--- config.mk ---
export PLATFORM = sky130hd
export DESIGN_NAME = fetch_pc_unit_flat
export DESIGN_NICKNAME = d
export VERILOG_FILES = /design/src/rtl/fetch_pc_unit_pkg.sv /design/src/rtl/fetch_pc_unit_if.sv /design/src/rtl/adder_16.sv /design/src/rtl/fetch_pc_unit.sv /design/src/flat_wrapper.sv
export SDC_FILE = /design/constraint.sdc
export NUM_CORES = 1
export LEC_CHECK = 0
export ABC_AREA = 1
export CELL_PAD_IN_SITES_DETAIL_PLACEMENT = 0
export CELL_PAD_IN_SITES_GLOBAL_PLACEMENT = 1
export CORE_AREA = 2 2 122 124
export DETAILED_ROUTE_END_ITERATION = 6
export DIE_AREA = 0 0 124 126
export PLACE_DENSITY = 0.76
export SYNTH_ARGS = -nofsm -noshare
export SYNTH_HDL_FRONTEND = slang
export SYNTH_SLANG_ARGS = --single-unit
--- constraint.sdc ---
create_clock -name clk -period 2.1 [get_ports clk]
set_input_delay 0.42 -clock clk [delete_from_list [all_inputs] [get_ports clk]]
set_output_delay 0.42 -clock clk [all_outputs]
set_load 0.05 [all_outputs]
--- src/rtl/fetch_pc_unit_pkg.sv ---
`default_nettype none
// ---------------------------------------------------------------------------
// fetch_pkg : shared types and widths for the instruction-fetch stage
// Rev 1.0
// ---------------------------------------------------------------------------
package fetch_pkg;

  localparam int PC_W    = 16;
  localparam int INSTR_W = 16;
  localparam int OP_MSB  = 15;
  localparam int OP_LSB  = 12;

  typedef enum logic [2:0] {
    ST_IDLE   = 3'd0,
    ST_REQ    = 3'd1,
    ST_OUT    = 3'd2,
    ST_SQUASH = 3'd3,
    ST_HALT   = 3'd4
  } fetch_state_e;

  function automatic logic [OP_MSB-OP_LSB:0] opcode_of(input logic [INSTR_W-1:0] instr);
    return instr[OP_MSB:OP_LSB];
  endfunction

endpackage
`default_nettype wire

--- src/rtl/fetch_pc_unit_if.sv ---
`default_nettype none
// ---------------------------------------------------------------------------
// fetch_pc_unit_if : instruction-memory, redirect and decode handshake bundle
// Rev 1.0
// ---------------------------------------------------------------------------
interface fetch_pc_unit_if import fetch_pkg::*; ();

  logic                imem_req;
  logic [PC_W-1:0]     imem_addr;
  logic                imem_rdy;
  logic [INSTR_W-1:0]  imem_data;
  logic                redirect;
  logic [PC_W-1:0]     redirect_pc;
  logic                if_valid;
  logic                if_ready;
  logic [INSTR_W-1:0]  if_instr;
  logic [PC_W-1:0]     if_pc;
  logic [PC_W-1:0]     if_pc_next;
  logic                halted;

  modport master (
    output imem_req, imem_addr, if_valid, if_instr, if_pc, if_pc_next, halted,
    input  imem_rdy, imem_data, redirect, redirect_pc, if_ready
  );

  modport slave (
    input  imem_req, imem_addr, if_valid, if_instr, if_pc, if_pc_next, halted,
    output imem_rdy, imem_data, redirect, redirect_pc, if_ready
  );

endinterface
`default_nettype wire

--- src/rtl/adder_16.sv ---
`default_nettype none
// ---------------------------------------------------------------------------
// adder_16 : 16-bit unsigned adder, carry-out discarded (wraps mod 2^16)
// Rev 1.0
// ---------------------------------------------------------------------------
module adder_16 (
  input  logic [15:0] a_i,
  input  logic [15:0] b_i,
  output logic [15:0] sum_o
);

  assign sum_o = a_i + b_i;

endmodule
`default_nettype wire

--- src/rtl/fetch_pc_unit.sv ---
`default_nettype none
// ---------------------------------------------------------------------------
// fetch_pc_unit : PC register, variable-latency imem fetch, decode hand-off
// Rev 1.0
// ---------------------------------------------------------------------------
module fetch_pc_unit
  import fetch_pkg::*;
#(
  parameter logic [PC_W-1:0] PC_INC   = 16'd2,
  parameter logic [PC_W-1:0] RESET_PC = 16'h0000,
  parameter logic [3:0]      HALT_OP  = 4'hF
) (
  input  logic            clk,
  input  logic            rst_n,
  fetch_pc_unit_if.master bus
);

  localparam logic [PC_W-1:0] RESET_PC_NEXT = RESET_PC + PC_INC;

  fetch_state_e         state_q;
  logic [PC_W-1:0]      pc_q;
  logic [PC_W-1:0]      tgt_q;
  logic [PC_W-1:0]      addr_q;
  logic                 req_q;
  logic                 valid_q;
  logic                 halted_q;
  logic [INSTR_W-1:0]   if_instr_q;
  logic [PC_W-1:0]      if_pc_q;
  logic [PC_W-1:0]      if_pc_next_q;
  logic [PC_W-1:0]      pc_inc_w;

  adder_16 u_pc_adder (
    .a_i   (pc_q),
    .b_i   (PC_INC),
    .sum_o (pc_inc_w)
  );

  always_ff @(posedge clk or negedge rst_n) begin
    if (!rst_n) begin
      state_q      <= ST_IDLE;
      pc_q         <= RESET_PC;
      tgt_q        <= RESET_PC;
      addr_q       <= RESET_PC;
      req_q        <= 1'b0;
      valid_q      <= 1'b0;
      halted_q     <= 1'b0;
      if_instr_q   <= '0;
      if_pc_q      <= RESET_PC;
      if_pc_next_q <= RESET_PC_NEXT;
    end else begin
      case (state_q)
        ST_IDLE: begin
          state_q <= ST_REQ;
          req_q   <= 1'b1;
          addr_q  <= pc_q;
        end

        ST_REQ: begin
          if (bus.imem_rdy && bus.redirect) begin
            pc_q   <= bus.redirect_pc;
            addr_q <= bus.redirect_pc;
          end else if (bus.imem_rdy) begin
            state_q      <= ST_OUT;
            req_q        <= 1'b0;
            valid_q      <= 1'b1;
            if_instr_q   <= bus.imem_data;
            if_pc_q      <= pc_q;
            if_pc_next_q <= pc_inc_w;
          end else if (bus.redirect) begin
            state_q <= ST_SQUASH;
            tgt_q   <= bus.redirect_pc;
          end
        end

        // The in-flight request must complete before the target is fetched;
        // a redirect coinciding with that completion is the newest target.
        ST_SQUASH: begin
          if (bus.imem_rdy) begin
            state_q <= ST_REQ;
            pc_q    <= bus.redirect ? bus.redirect_pc : tgt_q;
            addr_q  <= bus.redirect ? bus.redirect_pc : tgt_q;
          end else if (bus.redirect) begin
            tgt_q <= bus.redirect_pc;
          end
        end

        ST_OUT: begin
          if (bus.redirect) begin
            state_q <= ST_REQ;
            valid_q <= 1'b0;
            req_q   <= 1'b1;
            pc_q    <= bus.redirect_pc;
            addr_q  <= bus.redirect_pc;
          end else if (bus.if_ready && (opcode_of(if_instr_q) == HALT_OP)) begin
            state_q  <= ST_HALT;
            valid_q  <= 1'b0;
            halted_q <= 1'b1;
          end else if (bus.if_ready) begin
            state_q <= ST_REQ;
            valid_q <= 1'b0;
            req_q   <= 1'b1;
            pc_q    <= pc_inc_w;
            addr_q  <= pc_inc_w;
          end
        end

        ST_HALT: begin
          req_q    <= 1'b0;
          valid_q  <= 1'b0;
          halted_q <= 1'b1;
        end

        default: begin
          state_q <= ST_IDLE;
          req_q   <= 1'b0;
          valid_q <= 1'b0;
        end
      endcase
    end
  end

  assign bus.imem_req   = req_q;
  assign bus.imem_addr  = addr_q;
  assign bus.if_valid   = valid_q;
  assign bus.if_instr   = if_instr_q;
  assign bus.if_pc      = if_pc_q;
  assign bus.if_pc_next = if_pc_next_q;
  assign bus.halted     = halted_q;

endmodule
`default_nettype wire

--- src/flat_wrapper.sv ---
// flat-port wrapper written by rule: the top's interface ports become plain ports
module fetch_pc_unit_flat import fetch_pkg::*;
#(
  parameter logic [PC_W-1:0] PC_INC   = 16'd2,
  parameter logic [PC_W-1:0] RESET_PC = 16'h0000,
  parameter logic [3:0]      HALT_OP  = 4'hF
)
  (clk, rst_n, bus_imem_req, bus_imem_addr, bus_if_valid, bus_if_instr, bus_if_pc, bus_if_pc_next, bus_halted, bus_imem_rdy, bus_imem_data, bus_redirect, bus_redirect_pc, bus_if_ready);
  fetch_pc_unit_if bus_i ();
  input  logic clk;
  input  logic rst_n;
  output wire logic [$bits(bus_i.imem_req)-1:0] bus_imem_req;
  output wire logic [$bits(bus_i.imem_addr)-1:0] bus_imem_addr;
  output wire logic [$bits(bus_i.if_valid)-1:0] bus_if_valid;
  output wire logic [$bits(bus_i.if_instr)-1:0] bus_if_instr;
  output wire logic [$bits(bus_i.if_pc)-1:0] bus_if_pc;
  output wire logic [$bits(bus_i.if_pc_next)-1:0] bus_if_pc_next;
  output wire logic [$bits(bus_i.halted)-1:0] bus_halted;
  input wire logic [$bits(bus_i.imem_rdy)-1:0] bus_imem_rdy;
  input wire logic [$bits(bus_i.imem_data)-1:0] bus_imem_data;
  input wire logic [$bits(bus_i.redirect)-1:0] bus_redirect;
  input wire logic [$bits(bus_i.redirect_pc)-1:0] bus_redirect_pc;
  input wire logic [$bits(bus_i.if_ready)-1:0] bus_if_ready;
  assign bus_imem_req = bus_i.imem_req;
  assign bus_imem_addr = bus_i.imem_addr;
  assign bus_if_valid = bus_i.if_valid;
  assign bus_if_instr = bus_i.if_instr;
  assign bus_if_pc = bus_i.if_pc;
  assign bus_if_pc_next = bus_i.if_pc_next;
  assign bus_halted = bus_i.halted;
  assign bus_i.imem_rdy = bus_imem_rdy;
  assign bus_i.imem_data = bus_imem_data;
  assign bus_i.redirect = bus_redirect;
  assign bus_i.redirect_pc = bus_redirect_pc;
  assign bus_i.if_ready = bus_if_ready;
  fetch_pc_unit #(.PC_INC(PC_INC), .RESET_PC(RESET_PC), .HALT_OP(HALT_OP)) u_core (.clk(clk), .rst_n(rst_n), .bus(bus_i));
endmodule
==> impl_metrics.toml, run 1 <==
[power_and_ir_drop]
peakVddDrop_mv = 0.749
total_power_mw = 12.1
p_sw_share_pct = 49.6
p_clk_share_pct = 15.3
p_sw_mw = 5.98
combPwrFrac_pct = 56.3
p_int_mw = 6.08
p_leak_nw = 3.25
power_density_mw_per_mm2 = 1790
seqPwrFrac_pct = 28.4

[detailed_routing]
dr_total_vias = 4722
drc = 0
viasPerCell = 4.81
wire_per_inst_um = 14.9
drtIter0Drc = 364
drtAntennaViolNets = 0
dr.pass1.iters = 5
routed_wl_mm = 14.6

[sta]
worst_pin_slew_ns = 0.599
fmax_mhz = 504
setup_ws_ns = 0.117
skew_ns = 0.00623
final_max_slew_viol_count = 0
period_share_pct = 94.4
rsz0062_at_grt = "false"
slew_headroom_pct = 60.1
finalSetupTns_ns = 0
min_period_ns = 1.98
hold_slack_ns = 0.0381
finalHoldViolations = 0
setup_viol = 0

[run_status]
status = "completed"

[floorplanning]
coreArea_mm2 = 0.0143
pin_count = 104
start_util_pct = 36.2
die_height_um = 126
floorplan.die_area_mm2 = 0.0156
die_w_um = 124
rows = 44

[clock_network]
htree_levels = 3
cts_tree = "built"
cts_setup_buffers = 0
ctsResizeCount = 0
cts_buffers = 9
clock_path_buffers = 2
cts_hold_buffers = 0
cts_sinks = 101
clkTransAtPathRegs_ns = 0.07
cts_root_buf = "clkbuf_16"
clock_latency_ns = 0.36

[critical_path]
cp-startpoint = "u_core.bus.if_pc_next[13]"
critical_path.max_fanout = 2
critPathBufInv = 1
critPathRequiredTime_ns = 1.68
worst-setup-path-type = "reg -> out"
crit_chain = "clkdlybuf4s50_1"
critPathMaxStageDelay_ns = 0.82
worstPathArrival_ns = 1.56
path_delay_family = "buffers and inverters"
cp-end-kind = "primary output"
r2r_start = "u_core.state_q[2]"
crit_path_start_kind = "register"
critPathSlowestCell = "clkdlybuf4s50_1"

[global_routing]
met2_usage_pct = 29.1
grt_max_degree = 63
grt_overflow = 0
met3_usage_pct = 2.81
met1_usage_pct = 30.0
grt_usage_pct = 20.0
busiest_layer = "met1"
grt_pass1_vias = 4519
grt_pass1_wl_mm = 23.9
antenna_found_initial = 0

[synthesis]
synth_compound_area_share_pct = 11.7
synth-simple-area-share_pct = 30.7
synth_cells = 686
synth-edff-count = 0
ys.flop_type = "dfrtp_1"
yosys.area.top_type = "dfrtp_1"
yosysMostFrequentCell = "nand2_1"
synth_cell_types = 33
ys_seq_area_share_pct = 48.9
synthTopCellsByArea = "dfrtp_1, nand2_1, o21ai_0"
synth.top_cell.area_share_pct = 48.3
muxShareOfSynthArea_pct = 0
ys_ff_latch = 101
synthArstFlopShare_pct = 100
synth_xor_xnor_area_share_pct = 0.169
syn_area_mm2 = 0.00518
synth.avg_cell_area_um2 = 7.55
synth_top_family_by_area = "simple AND/OR/NAND/NOR gates"
synth_common_cells = "nand2_1, dfrtp_1, o21ai_0"
synthAdderAreaFrac_pct = 0.242
synth.net_count = 724
yosys_warnings = 0

[cells_and_area]
fin_area_mm2 = 0.00675
area_growth_pct = 30.3
final_util_pct = 47.1
diodes = 0
nets = 830
fin_cells = 981
layout-drive-gt1-share_pct = 8.16

[place]
dp.cells = 965
numPortBuffers = 103
place_area_mm2 = 0.00642
pre_cts_slack_ns = 0.0155
gp_congestion = 0.807
hpwlAfterDp_mm = 10.8

[flow_run]
drv_cap = 0

[worst_hold_path]
hold_path.class = "in -> async"
==> layer usage <==
metal / part of all wire (%) / wire [um]
met1: 50 / 7340
met2: 43 / 6320
met3: 4.5 / 658
met4: 1.8 / 259
met5: 0 / 0
==> layout make-up <==
class,count,area (um^2)
Clock buffer,11,243
Clock inverter,5,82.6
Fill cell,1411,7570
Inverter,58,220
Multi-Input combinational cell,498,2220
Sequential cell,101,2530
Tap cell,184,230
Timing Repair Buffer,124,1220
==> registers in the layout, summed over array words and instances (netlist names) <==
| signal | flops |
|---|---|
| u_core.pc_q | 16 |
| u_core.bus.if_pc_next | 16 |
| u_core.bus.if_instr | 16 |
| u_core.bus.imem_addr | 16 |
| u_core.state_q | 3 |
| u_core.bus.imem_req | 1 |
| u_core.bus.halted | 1 |
| u_core.bus.if_valid | 1 |
| u_core.bus.if_pc | 15 |
| u_core.tgt_q | 16 |
==> final timing paths <==
path                                            end  slack (ns)  cells past startpoint
max                              bus_if_pc_next[13]        0.12                      1
min                               u_core.bus.halted        0.04                      1
max reg2reg                u_core.bus.imem_addr[13]        0.25                      8
min reg2reg                  u_core.bus.if_instr[1]        0.47                      2
max in group asynchronous  u_core.bus.imem_addr[14]        1.47                      2
min in group clk             u_core.bus.if_instr[1]        0.47                      2
==> layout by cell type (no fill, tap or decap), types with 6 or more instances in the layout <==
| cell type | instances |
|---|---|
| a21oi_1 | 25 |
| a31oi_1 | 7 |
| buf_4 | 20 |
| clkbuf_16 | 9 |
| clkdlybuf4s50_1 | 101 |
| dfrtp_1 | 100 |
| inv_1 | 51 |
| inv_2 | 6 |
| nand2_1 | 265 |
| nand3_1 | 45 |
| nand4_1 | 7 |
| nor2_1 | 43 |
| nor2_2 | 6 |
| o21ai_0 | 57 |
| o21ai_1 | 21 |
==> power groups by stage <==
stage / logic [mW] / registers (mW) / clock network [mW]
after floorplan: 2.67 / 5.42 / 0
after global placement: 6.76 / 3.44 / 0
after detailed placement: 6.81 / 3.46 / 0
after CTS: 6.82 / 3.43 / 1.88
after global routing: 7.44 / 3.55 / 1.97
final: 6.79 / 3.43 / 1.85
==> kinds of logic (layout without fill, tap and decap cells) <==
logic type      Yosys count  count (layout)
xor+xnor                  1               1
buf+inv                  87             198
simple gates            380             380
flops                   101             101
compound gates          116             116
fa+ha+maj                 1               1
(Power assumes the default switching activity.)
==> inputs of run 2 (changes only) <==
--- a/config.mk
+++ b/config.mk
@@ -12,6 +12,7 @@
 export DETAILED_ROUTE_END_ITERATION = 6
 export DIE_AREA = 0 0 124 126
 export PLACE_DENSITY = 0.76
+export REMOVE_ABC_BUFFERS = 1
 export SYNTH_ARGS = -nofsm -noshare
 export SYNTH_HDL_FRONTEND = slang
 export SYNTH_SLANG_ARGS = --single-unit
==> impl_metrics.toml, run 2 (synthesis gave the netlist of run 1 again) <==
[run_status]
status = "completed"

[detailed_routing]
drc = 0
drtAntennaViolNets = 0
viasPerCell = 4.93
dr.pass1.iters = 5
dr_total_vias = 4844
routed_wl_mm = 14.7
wire_per_inst_um = 14.9
drtIter0Drc = 339

[global_routing]
grt_max_degree = 102
grt_usage_pct = 19.7
grt_overflow = 0
grt_pass1_vias = 4554
grt_pass1_wl_mm = 23.8
antenna_found_initial = 0

[place]
dp.cells = 968
gp_congestion = 0.865
pre_cts_slack_ns = 0.0357
numPortBuffers = 103
hpwlAfterDp_mm = 10.3

[critical_path]
worst-setup-path-type = "reg -> out"
crit_path_start_kind = "register"
worstPathArrival_ns = 1.57
worstRegToRegCells = 10
critPathRequiredTime_ns = 1.68
critPathSlowestCell = "clkdlybuf4s50_1"
path_delay_family = "buffers and inverters"
cp-end-kind = "primary output"
critical_path.max_fanout = 2
crit_chain = "clkdlybuf4s50_1"
critPathMaxStageDelay_ns = 0.83
cp.depth = 1
critPathBufInv = 1

[sta]
slew_headroom_pct = 60.8
finalHoldViolations = 0
period_share_pct = 94.7
setup_ws_ns = 0.111
final_max_slew_viol_count = 0
finalSetupTns_ns = 0
fmax_mhz = 503
skew_ns = 0.00731
setup_viol = 0
min_period_ns = 1.99
rsz0062_at_grt = "false"
worst_pin_slew_ns = 0.587

[cells_and_area]
layout_common_cells = "nand2_1, clkdlybuf4s50_1, dfrtp_1"
nets = 833
layout_commonest_cell = "nand2_1"
layout-drive-gt1-share_pct = 8.15
area_growth_pct = 30.6
diodes = 0
fin_cells = 982
n_fill_cell = 1386
seq_area_mm2 = 0.00253
multi_input_area_mm2 = 0.00222

[floorplanning]
coreArea_mm2 = 0.0143
rows = 44
die_height_um = 126
pin_count = 104
start_util_pct = 36.2
die_w_um = 124
floorplan.die_area_mm2 = 0.0156

[clock_network]
cts_tree = "built"
cts_setup_buffers = 0
cts_hold_buffers = 0
ctsResizeCount = 0
clkTransAtPathRegs_ns = 0.07
htree_levels = 3
cts_sinks = 101
clock_latency_ns = 0.35
cts_buffers = 9
cts_root_buf = "clkbuf_16"
clock_path_buffers = 2

[power_and_ir_drop]
power_density_mw_per_mm2 = 1770
p_leak_nw = 3.26
total_power_mw = 12.0
peakVddDrop_mv = 0.885

[worst_hold_path]
hold_path.class = "in -> async"

[flow_run]
drv_cap = 0
run 2: changes by cell type in the layout (fill, tap and decap cells not counted):
cell | before | now
inv_6 | 1 | 0
clkinv_4 | 1 | 0
buf_12 | 3 | 6
bufinv_16 | 2 | 1
clkbuf_1 | 1 | 2
run 2: final timing paths:
check | to | start | slack [ns]
max | bus_if_pc_next[14] | u_core.bus.if_pc_next[14] | 0.11
min | u_core.bus.if_pc_next[0] | rst_n | 0.11
max reg2reg | u_core.pc_q[11] | u_core.pc_q[1] | 0.21
min reg2reg | u_core.bus.if_instr[11] | u_core.bus.if_instr[11] | 0.47
max in group asynchronous | u_core.pc_q[9] | rst_n | 1.52
min in group clk | u_core.bus.if_instr[11] | u_core.bus.if_instr[11] | 0.47
run 2: stage by stage:
| stage | utilization, % | cell area (um^2) | hold slack (ns) |
|---|---|---|---|
| 6_report | 47.2 | 6760 | 0.107 |
| 5_1_grt | 47.2 | 6760 | 0.174 |
| 4_1_cts | 47.2 | 6760 | 0.169 |
| 3_5_place_dp | 45.3 | 6480 | 0.455 |
| 3_3_place_gp | 45.3 | 6480 | 0.454 |
| 2_1_floorplan | - | 4970 | 0.124 |
run 2: cell type report:
class / count / area share [%]
inverters: 58 / 3.26
multi-input cells: 498 / 32.8
well taps: 184 / 3.40
flip-flops and latches: 101 / 37.4
clock inverters: 2 / 0.518
clock buffers: 12 / 3.65
repair buffers: 127 / 18.9
run 2: metal layers:
metal | global-route usage (%) | share of wire (%) | vias up
met5 | 0 | 0 | -
met4 | 6.74 | 1.6 | 0
met3 | 3.67 | 7.5 | 17
met2 | 30.3 | 45 | 160
met1 | 27.7 | 46 | 2259
li1 | - | - | 2408
run 2: power breakdown:
group          internal [mW]  total (mW)  switching [mW]
clock network          0.943        1.64           0.696
registers               2.86        3.46           0.601
logic                   2.24        6.89            4.65
==> inputs of run 3 (changes only) <==
--- a/config.mk
+++ b/config.mk
@@ -11,8 +11,9 @@
 export CORE_AREA = 2 2 122 124
 export DETAILED_ROUTE_END_ITERATION = 6
 export DIE_AREA = 0 0 124 126
-export PLACE_DENSITY = 0.76
+export PLACE_DENSITY_LB_ADDON = 0.25
 export REMOVE_ABC_BUFFERS = 1
+export SLEW_MARGIN = 25
 export SYNTH_ARGS = -nofsm -noshare
 export SYNTH_HDL_FRONTEND = slang
 export SYNTH_SLANG_ARGS = --single-unit
==> impl_metrics.toml, run 3 (synthesis gave the netlist of run 1 again) <==
[run_status]
status = "completed"

[cells_and_area]
layout_commonest_cell = "nand2_1"
nets = 842
area_growth_pct = 32.2
layout-drive-gt1-share_pct = 9.53
final_util_pct = 47.8
layout_common_cells = "nand2_1, clkdlybuf4s50_1, dfrtp_1"
diodes = 0
n_fill_cell = 1422

[critical_path]
crit_chain = "clkdlybuf4s50_1"
critical_path.max_fanout = 2
critPathBufInv = 1
cp-end-kind = "primary output"
critPathSlowestCell = "clkdlybuf4s50_1"
worst-setup-path-type = "reg -> out"
worstPathArrival_ns = 1.56
path_delay_family = "buffers and inverters"
critPathRequiredTime_ns = 1.68
critPathMaxStageDelay_ns = 0.82
crit_path_start_kind = "register"

[sta]
hold_slack_ns = 0.137
setup_viol = 0
min_period_ns = 1.98
worst_pin_slew_ns = 0.546
skew_ns = 0.00807
finalHoldViolations = 0
rsz0062_at_grt = "false"
slew_headroom_pct = 63.6
period_share_pct = 94.4
setup_ws_ns = 0.118
final_max_slew_viol_count = 0
fmax_mhz = 505

[floorplanning]
die_w_um = 124
floorplan.die_area_mm2 = 0.0156
rows = 44
die_height_um = 126
start_util_pct = 36.2
pin_count = 104
coreArea_mm2 = 0.0143

[detailed_routing]
drtIter0Drc = 315
drtAntennaViolNets = 0
drc = 0
viasPerCell = 4.80
wire_per_inst_um = 14.6
dr.pass1.iters = 5
dr_total_vias = 4758
routed_wl_mm = 14.5

[place]
hpwlAfterDp_mm = 10.7
pre_cts_slack_ns = -0.0142
numPortBuffers = 103
gp_congestion = 0.819

[clock_network]
clkTransAtPathRegs_ns = 0.07
cts_root_buf = "clkbuf_16"
cts_setup_buffers = 0
ctsResizeCount = 0
cts_sinks = 101
cts_tree = "built"
htree_levels = 3
clock_path_buffers = 2
clock_latency_ns = 0.35
cts_hold_buffers = 0
cts_buffers = 9

[flow_run]
drv_cap = 0

[global_routing]
grt_pass1_wl_mm = 23.7
grt_max_degree = 102
grt_usage_pct = 19.6
grt_pass1_vias = 4593
antenna_found_initial = 0
grt_overflow = 0

[worst_hold_path]
hold_path.class = "in -> async"

[power_and_ir_drop]
peakVddDrop_mv = 0.843
total_power_mw = 12.1
power_density_mw_per_mm2 = 1760
p_leak_nw = 3.31
## run 3: final timing paths
path,from,endpoint,slack [ns],depth (start not counted)
worst max-delay path,u_core.bus.if_pc_next[7],bus_if_pc_next[7],0.12,1
worst min-delay path,rst_n,u_core.bus.if_instr[5],0.14,2
worst max register to register,u_core.pc_q[1],u_core.bus.imem_addr[11],0.25,10
worst min register to register,u_core.bus.if_instr[2],u_core.bus.if_instr[2],0.47,2
max in group asynchronous,rst_n,u_core.pc_q[7],1.56,2
min in group clk,u_core.bus.if_instr[2],u_core.bus.if_instr[2],0.47,2
## run 3: per-stage QoR
stage / instance area, um^2 / std cells / TNS, ns
2_1_floorplan: 4970 / 657 / 0
3_3_place_gp: 6570 / 977 / 0
3_5_place_dp: 6570 / 977 / -0.0192
4_1_cts: 6840 / 992 / 0
5_1_grt: 6840 / 992 / 0
6_report: 6840 / 992 / 0
## run 3: layout make-up
cell class                      count  area, um^2  area share, %
Tap cell                          184         230           3.36
Clock buffer                       10         239           3.49
Inverter                           58         220           3.22
Timing Repair Buffer              136        1370           20.1
Multi-Input combinational cell    498        2220           32.5
Sequential cell                   101        2530           36.9
Clock inverter                      5        27.5          0.402
## run 3: where the power goes
group / total, mW / switching [mW] / internal, mW / leakage [nW]
Sequential: 3.45 / 0.587 / 2.86 / 1.25
Clock: 1.55 / 0.732 / 0.822 / 0.134
Combinational: 7.07 / 4.68 / 2.39 / 1.92
## run 3: layer usage
layer	global-route usage, %	up-vias	part of all wire (%)
met5	0	-	0
met4	4.30	0	0.92
met3	4.48	10	5.9
met2	31.5	132	45
met1	26.9	2181	48
li1	-	2435	-
